<file path="config.mk">
export PLATFORM = sky130hd
export DESIGN_NAME = keypad_multitap
export DESIGN_NICKNAME = d
export VERILOG_FILES = /design/src/rtl/keypad_multitap.sv
export SDC_FILE = /design/constraint.sdc
export NUM_CORES = 1
export LEC_CHECK = 0
export ABC_CLOCK_PERIOD_IN_PS = 5100
export CORE_MARGIN = 2
export CORE_UTILIZATION = 35
export DETAILED_ROUTE_END_ITERATION = 7
export SKIP_CTS_REPAIR_TIMING = 1
export SLEW_MARGIN = 20
export SYNTH_ARGS = -nofsm -noshare
export SYNTH_HDL_FRONTEND = slang
export SYNTH_SLANG_ARGS = --single-unit
export TNS_END_PERCENT = 30
</file>
<file path="constraint.sdc">
create_clock -name clk -period 5.1 [get_ports clk]
set_input_delay 0.765 -clock clk [delete_from_list [all_inputs] [get_ports clk]]
set_output_delay 0.765 -clock clk [all_outputs]
set_load 0.03 [all_outputs]
</file>
<file path="src/rtl/keypad_multitap.sv">
// keypad_multitap: 4x3 matrix keypad scanner with debounce and phone-style
// multi-tap letter entry. '*' commits the pending letter, '#' submits a word.
// Optional feature macro: KEYPAD_TAP_TIMEOUT_EN (locks a pending multi-tap
// letter after TAP_TIMEOUT idle cycles so the next same-key tap starts anew).
module keypad_multitap #(
  parameter int SCAN_DIV        = 1000,
  parameter int DEBOUNCE_CYCLES = 2000,
  parameter int TAP_TIMEOUT     = 100000
) (
  input  logic       clk,
  input  logic       rst,
  input  logic [3:0] row,
  output logic [2:0] cols,
  output logic [7:0] letter,
  output logic       letter_pending,
  output logic       letter_strobe,
  output logic [7:0] letter_out,
  output logic       word_strobe,
  output logic       key_event
);

  localparam int SW = (SCAN_DIV > 1) ? $clog2(SCAN_DIV) : 1;
  localparam int DW = (DEBOUNCE_CYCLES > 1) ? $clog2(DEBOUNCE_CYCLES) : 1;

  localparam logic [3:0] KEY_STAR = 4'd10;
  localparam logic [3:0] KEY_HASH = 4'd11;

  typedef enum logic [1:0] {SCAN, DEBOUNCE, HELD, RELEASE} state_t;

  state_t        state_reg;
  logic [3:0]    rs_meta_reg, rs_reg;
  logic [2:0]    cols_reg, cols_d1_reg, cols_d2_reg;
  logic [SW-1:0] div_cnt_reg;
  logic [DW-1:0] deb_cnt_reg;
  logic [3:0]    key_row_reg;
  logic [2:0]    key_col_reg;
  logic          key_event_reg, letter_strobe_reg, word_strobe_reg;
  logic [7:0]    letter_out_reg, letter_reg;
  logic          pending_reg;
  logic [3:0]    last_key_reg;
  logic [1:0]    idx_reg;
  logic          locked;

  // Map a latched {row, col} pair to a key code: 0..9 digits, 10='*', 11='#'.
  function automatic logic [3:0] key_code(input logic [3:0] r, input logic [2:0] c);
    logic [3:0] ri, ci;
    case (r)
      4'b1000: ri = 4'd0;
      4'b0100: ri = 4'd1;
      4'b0010: ri = 4'd2;
      default: ri = 4'd3;
    endcase
    case (c)
      3'b001:  ci = 4'd0;
      3'b010:  ci = 4'd1;
      default: ci = 4'd2;
    endcase
    if (ri != 4'd3)
      key_code = ri * 4'd3 + ci + 4'd1;
    else if (ci == 4'd0)
      key_code = KEY_STAR;
    else if (ci == 4'd1)
      key_code = 4'd0;
    else
      key_code = KEY_HASH;
  endfunction

  // First letter of each digit's multi-tap group.
  function automatic logic [7:0] base_letter(input logic [3:0] k);
    case (k)
      4'd2:    base_letter = 8'h41;
      4'd3:    base_letter = 8'h44;
      4'd4:    base_letter = 8'h47;
      4'd5:    base_letter = 8'h4A;
      4'd6:    base_letter = 8'h4D;
      4'd7:    base_letter = 8'h50;
      4'd8:    base_letter = 8'h54;
      4'd9:    base_letter = 8'h57;
      default: base_letter = 8'h00;
    endcase
  endfunction

  logic       rs_onehot;
  logic [3:0] press_code;
  logic       is_letter_key, same_key;
  logic [1:0] idx_next;

  assign rs_onehot  = (rs_reg != 4'd0) && ((rs_reg & (rs_reg - 4'd1)) == 4'd0);
  // key_row/key_col stay latched through HELD, so the code is still valid
  // in the cycle after key_event when the letter state is updated.
  assign press_code = key_code(key_row_reg, key_col_reg);

  // Next tap index: cycle within the group on repeat taps, else restart at 0.
  always_comb begin
    is_letter_key = (press_code >= 4'd2) && (press_code <= 4'd9);
    same_key      = is_letter_key && pending_reg && !locked && (last_key_reg == press_code);
    idx_next      = 2'd0;
    if (same_key) begin
      if ((press_code == 4'd7) || (press_code == 4'd9))
        idx_next = idx_reg + 2'd1;
      else
        idx_next = (idx_reg == 2'd2) ? 2'd0 : idx_reg + 2'd1;
    end
  end

  // Two-flop row synchronizer plus a matching delay of the column drive so
  // a synchronized row is always paired with the column that produced it.
  always_ff @(posedge clk or posedge rst) begin
    if (rst) begin
      rs_meta_reg <= 4'd0;
      rs_reg      <= 4'd0;
      cols_d1_reg <= 3'b001;
      cols_d2_reg <= 3'b001;
    end else begin
      rs_meta_reg <= row;
      rs_reg      <= rs_meta_reg;
      cols_d1_reg <= cols_reg;
      cols_d2_reg <= cols_d1_reg;
    end
  end

  // Scan / debounce FSM with registered event and strobe outputs.
  always_ff @(posedge clk or posedge rst) begin
    if (rst) begin
      state_reg         <= SCAN;
      cols_reg          <= 3'b001;
      div_cnt_reg       <= '0;
      deb_cnt_reg       <= '0;
      key_row_reg       <= 4'd0;
      key_col_reg       <= 3'b001;
      key_event_reg     <= 1'b0;
      letter_strobe_reg <= 1'b0;
      word_strobe_reg   <= 1'b0;
      letter_out_reg    <= 8'h00;
    end else begin
      key_event_reg     <= 1'b0;
      letter_strobe_reg <= 1'b0;
      word_strobe_reg   <= 1'b0;
      case (state_reg)
        SCAN: begin
          if (rs_onehot && (cols_d2_reg == cols_reg)) begin
            key_row_reg <= rs_reg;
            key_col_reg <= cols_reg;
            deb_cnt_reg <= '0;
            div_cnt_reg <= '0;
            state_reg   <= DEBOUNCE;
          end else if (div_cnt_reg == SW'(SCAN_DIV - 1)) begin
            div_cnt_reg <= '0;
            cols_reg    <= {cols_reg[1:0], cols_reg[2]};
          end else begin
            div_cnt_reg <= div_cnt_reg + 1'b1;
          end
        end
        DEBOUNCE: begin
          if (rs_reg != key_row_reg) begin
            state_reg <= SCAN;
          end else if (deb_cnt_reg == DW'(DEBOUNCE_CYCLES - 1)) begin
            key_event_reg <= 1'b1;
            if ((press_code == KEY_STAR) && pending_reg) begin
              letter_strobe_reg <= 1'b1;
              letter_out_reg    <= letter_reg;
            end
            word_strobe_reg <= (press_code == KEY_HASH);
            state_reg       <= HELD;
          end else begin
            deb_cnt_reg <= deb_cnt_reg + 1'b1;
          end
        end
        HELD: begin
          if (rs_reg == 4'd0) begin
            deb_cnt_reg <= '0;
            state_reg   <= RELEASE;
          end
        end
        RELEASE: begin
          if (rs_reg != 4'd0) begin
            state_reg <= HELD;
          end else if (deb_cnt_reg == DW'(DEBOUNCE_CYCLES - 1)) begin
            div_cnt_reg <= '0;
            state_reg   <= SCAN;
          end else begin
            deb_cnt_reg <= deb_cnt_reg + 1'b1;
          end
        end
        default: state_reg <= SCAN;
      endcase
    end
  end

  // Multi-tap letter state, applied the cycle after key_event.
  always_ff @(posedge clk or posedge rst) begin
    if (rst) begin
      letter_reg   <= 8'h00;
      pending_reg  <= 1'b0;
      last_key_reg <= 4'd0;
      idx_reg      <= 2'd0;
    end else if (key_event_reg) begin
      if (is_letter_key) begin
        last_key_reg <= press_code;
        idx_reg      <= idx_next;
        letter_reg   <= base_letter(press_code) + {6'd0, idx_next};
        pending_reg  <= 1'b1;
      end else if ((press_code != KEY_STAR) || pending_reg) begin
        letter_reg   <= 8'h00;
        pending_reg  <= 1'b0;
        last_key_reg <= 4'd0;
        idx_reg      <= 2'd0;
      end
    end
  end

`ifdef KEYPAD_TAP_TIMEOUT_EN
  localparam int TW = $clog2(TAP_TIMEOUT + 1);
  logic [TW-1:0] idle_cnt_reg;
  logic          locked_reg;

  // Idle timer: locks a pending letter once no press arrives for TAP_TIMEOUT cycles.
  always_ff @(posedge clk or posedge rst) begin
    if (rst) begin
      idle_cnt_reg <= '0;
      locked_reg   <= 1'b0;
    end else if (key_event_reg) begin
      idle_cnt_reg <= '0;
      locked_reg   <= 1'b0;
    end else if (pending_reg && !locked_reg) begin
      if (idle_cnt_reg == TW'(TAP_TIMEOUT - 1))
        locked_reg <= 1'b1;
      else
        idle_cnt_reg <= idle_cnt_reg + 1'b1;
    end
  end

  assign locked = locked_reg;
`else
  assign locked = 1'b0;
`endif

  assign cols           = cols_reg;
  assign letter         = letter_reg;
  assign letter_pending = pending_reg;
  assign letter_strobe  = letter_strobe_reg;
  assign letter_out     = letter_out_reg;
  assign word_strobe    = word_strobe_reg;
  assign key_event      = key_event_reg;

endmodule

</file>
==> run summary <==
• yosys warns: 0
• placer's final routability congestion estimate: 0.942
• layout cells sized above 1: 18.3%
• flip-flop and latch count after synthesis: 71
• startpoint class of the critical path: register
• maximum buffer depth of the clock tree: 2
• nature of the critical path endpoint: register
• total die area: 0.0117 mm2
• power share of the sequential group: 38.2%
• DIE HEIGHT: 108 um
• I/O pin count: 29
• # port buffers: 26
• number of levels in the clock H-tree: 3
• power density over the cells: 369 mW/mm2
• Achievable Freq: 210 MHz
• number of antenna violations at the first check in global routing: 0
• pin count of the biggest net entering global routing: 47
• flop-to-flop setup slack: 0.34 ns
• number of enable-type register cells in the synthesized netlist: 0
• DRC Markers: 0
• remaining global-route overflow: 0
• worst clock skew: 0.0164 ns
• Worst EP required: 5.30 ns
• R2R Path End: letter[4]
• status: completed
• final setup TNS: 0 ns
• top_reg_cell synth: sky130_fd_sc_hd__dfrtp_1
• startpoint of the most critical setup path: key_row_reg[0]
• commonest non-fill, non-tap cell in the layout: sky130_fd_sc_hd__dfrtp_1
• clock period minus final worst setup slack: 4.76 ns
• Worst IR Drop VDD: 0.148 mV
• DP Wirelength: 5.75 mm
• class of the most critical setup path: register to register
• Via-to-Cell Ratio: 5.34
• FF-to-FF Start: key_row_reg[0]
• clock root buffer: sky130_fd_sc_hd__clkbuf_8
• clock insertion delay at the later pin of the skew report: 0.34 ns
• final setup violation count: 0
• Placement Setup Slack: 0.0977 ns
• number of vias in the routed layout: 2948
• wire length of the first global-routing pass: 13.3 mm
• clock transition at the registers of the reported paths: 0.07 ns
• CTS Buf Count: 9
• portion of total power attributed to combinational logic: 37.7%
• DIE WIDTH: 108 um
• area of combinational cells with multiple inputs: 0.00195 mm2
• final worst setup slack: 0.342 ns
• type of the most critical hold path: register to register
• number of design-rule violations left by the first detailed-router iteration: 101
• Initial DRT Pass Iterations: 6
• total clock sinks: 71
• number of rows created at floorplan: 37
• total power draw: 1660 uW
• actual slew at the worst max-slew pin: 0.965 ns
• Worst EP arrival: 4.95 ns
• Syn-to-layout area delta: 18.7%
• starting density of the core: 36.3%
• net switching fraction of the power: 36.5%
• clock network power share: 24.1%
• static leakage power: 0.00194 uW
• CP Capture Point: letter[4]
• Core Footprint: 0.0104 mm2
• total routing resource utilization after global routing: 14.4%
• average size of a mapped cell: 10.2 um2
• antenna violation net count after detailed routing: 0
• ANT cells: 0
• average routed wire per standard cell: 14.2 um
• internal power: 1050 uW
• Net Switching: 605 uW
• number of slew-limit violations in the final report: 0
• Reg2Reg Depth: 20
• via count of the first global-routing pass: 2863
• sequential cell area: 0.00178 mm2
• total detailed-routing wirelength: 7.82 mm
• Fillers: 1000
• Post-Synthesis Cells: 370
• final hold slack: 0.349 ns
• final hold violation count: 0
• FFs w/ async S/R, synth: 100%
• period utilisation layout: 93.3%
• unrepaired setup endpoints after global routing: false
• max-cap violations: 0
• relative slew slack: 35.2%
• unique cell type count in the Yosys netlist: 58
• number of flip-flops in the largest register: 11
• area of the mapped netlist: 0.00378 mm2
• most frequent cells in the layout: sky130_fd_sc_hd__dfrtp_1, sky130_fd_sc_hd__nand2_1, sky130_fd_sc_hd__o21ai_0
• net total in the final layout: 432
• part of the Yosys area used for sequential elements: 47.1%
• largest driver fanout on the critical path: 5
• CTS tree: yes
==> layer usage <==
| layer | global-route usage, % | routed length [um] | up-vias |
|---|---|---|---|
| met5 | 0 | 0 | - |
| met4 | 5.68 | 120 | 0 |
| met3 | 3.44 | 308 | 13 |
| met2 | 23.1 | 3740 | 77 |
| met1 | 18.8 | 3650 | 1434 |
| li1 | - | - | 1424 |
==> cell usage after synthesis, drive strengths merged, types with 2 or more instances <==
cell type,count,area (um2)
a2111oi,2,18.8
a211oi,2,15.0
a21boi,2,15.0
a21o,3,22.5
a21oi,14,70.1
a22o,9,78.8
a32o,2,20.0
a32oi,2,17.5
and2,2,12.5
and3,9,56.3
buf,4,25.0
clkbuf,5,18.8
dfrtp,67,1680
dfstp,4,105
fa,2,40.0
ha,13,163
inv,14,52.6
mux2,19,214
nand2,36,135
nand2b,5,31.3
nand3,14,70.1
nand3b,2,15.0
nand4,7,43.8
nor2,23,86.3
nor2b,6,37.5
nor3,5,25.0
nor4,6,52.6
nor4b,2,23.8
o211ai,4,30.0
o21a,2,15.0
o21ai,29,149
o31ai,4,35.0
or2,7,43.8
or3,5,31.3
or4,2,15.0
or4b,4,40.0
xnor2,7,61.3
xor2,12,105
==> logic make-up after synthesis <==
group,synth area share [%]
AOI/OAI and AO/OA,14.8
DFF,47.1
other,0.0992
and+or+nand+nor,19.8
adders and majority gates,5.36
muxes,5.92
buffers and inverters,2.55
xor gates and xnor gates,4.40
==> worst min-delay path by stage <==
stage | cells past startpoint | end | slack [ns] | from
6_report | 0 | rs_reg[1] | 0.35 | rs_meta_reg[1]
5_1_grt | 0 | rs_reg[2] | 0.35 | rs_meta_reg[2]
4_1_cts | 0 | rs_reg[1] | 0.35 | rs_meta_reg[1]
3_5_place_dp | 0 | rs_reg[0] | 0.33 | rs_meta_reg[0]
3_3_place_gp | 0 | cols_d2_reg[2] | 0.33 | cols_d1_reg[2]
2_1_floorplan | 0 | cols_d2_reg[1] | 0.33 | cols_d1_reg[1]
==> cell type report <==
class / count / share of cell area (%)
clock buffers: 13 / 3.54
repair buffers: 38 / 7.80
multi-input cells: 277 / 43.5
clock inverters: 3 / 0.390
flip-flops and latches: 71 / 39.7
inverters: 14 / 1.20
well taps: 136 / 3.79
==> power groups by stage <==
stage | registers [uW] | logic [uW] | clock network (uW)
floorplan | 633 | 418 | 0
global placement | 640 | 571 | 0
detailed placement | 642 | 575 | 0
CTS | 631 | 579 | 417
global route | 640 | 697 | 440
finish | 632 | 625 | 399
==> stage by stage <==
step                      cell area, um2  instances  utilization, %
after floorplan                     3780        371               -
after global placement              4250        535            40.8
after detailed placement            4250        535            40.8
after CTS                           4430        551            42.5
after global routing                4490        552            43.1
final                               4490        552            43.1
==> critical path: stages, from the launching register on <==
cell and delay, ns:
sky130_fd_sc_hd__dfrtp_2 0.44, sky130_fd_sc_hd__or4b_1 0.56, sky130_fd_sc_hd__nand2_1 0.11, sky130_fd_sc_hd__nand2_1 0.06, sky130_fd_sc_hd__ha_1 0.23, sky130_fd_sc_hd__fa_2 0.59, sky130_fd_sc_hd__o21ai_2 0.10, sky130_fd_sc_hd__inv_1 0.11
sky130_fd_sc_hd__ha_2 0.23, sky130_fd_sc_hd__or3_1 0.13, sky130_fd_sc_hd__o22a_1 0.17, sky130_fd_sc_hd__o211a_1 0.19, sky130_fd_sc_hd__nand2_2 0.08, sky130_fd_sc_hd__nor2_1 0.11, sky130_fd_sc_hd__ha_1 0.17, sky130_fd_sc_hd__inv_1 0.05
sky130_fd_sc_hd__fa_1 0.40, sky130_fd_sc_hd__or4_1 0.54, sky130_fd_sc_hd__a21oi_2 0.14, sky130_fd_sc_hd__xor2_1 0.14, sky130_fd_sc_hd__o21ai_0 0.08
Power figures use the tool's default switching activity.
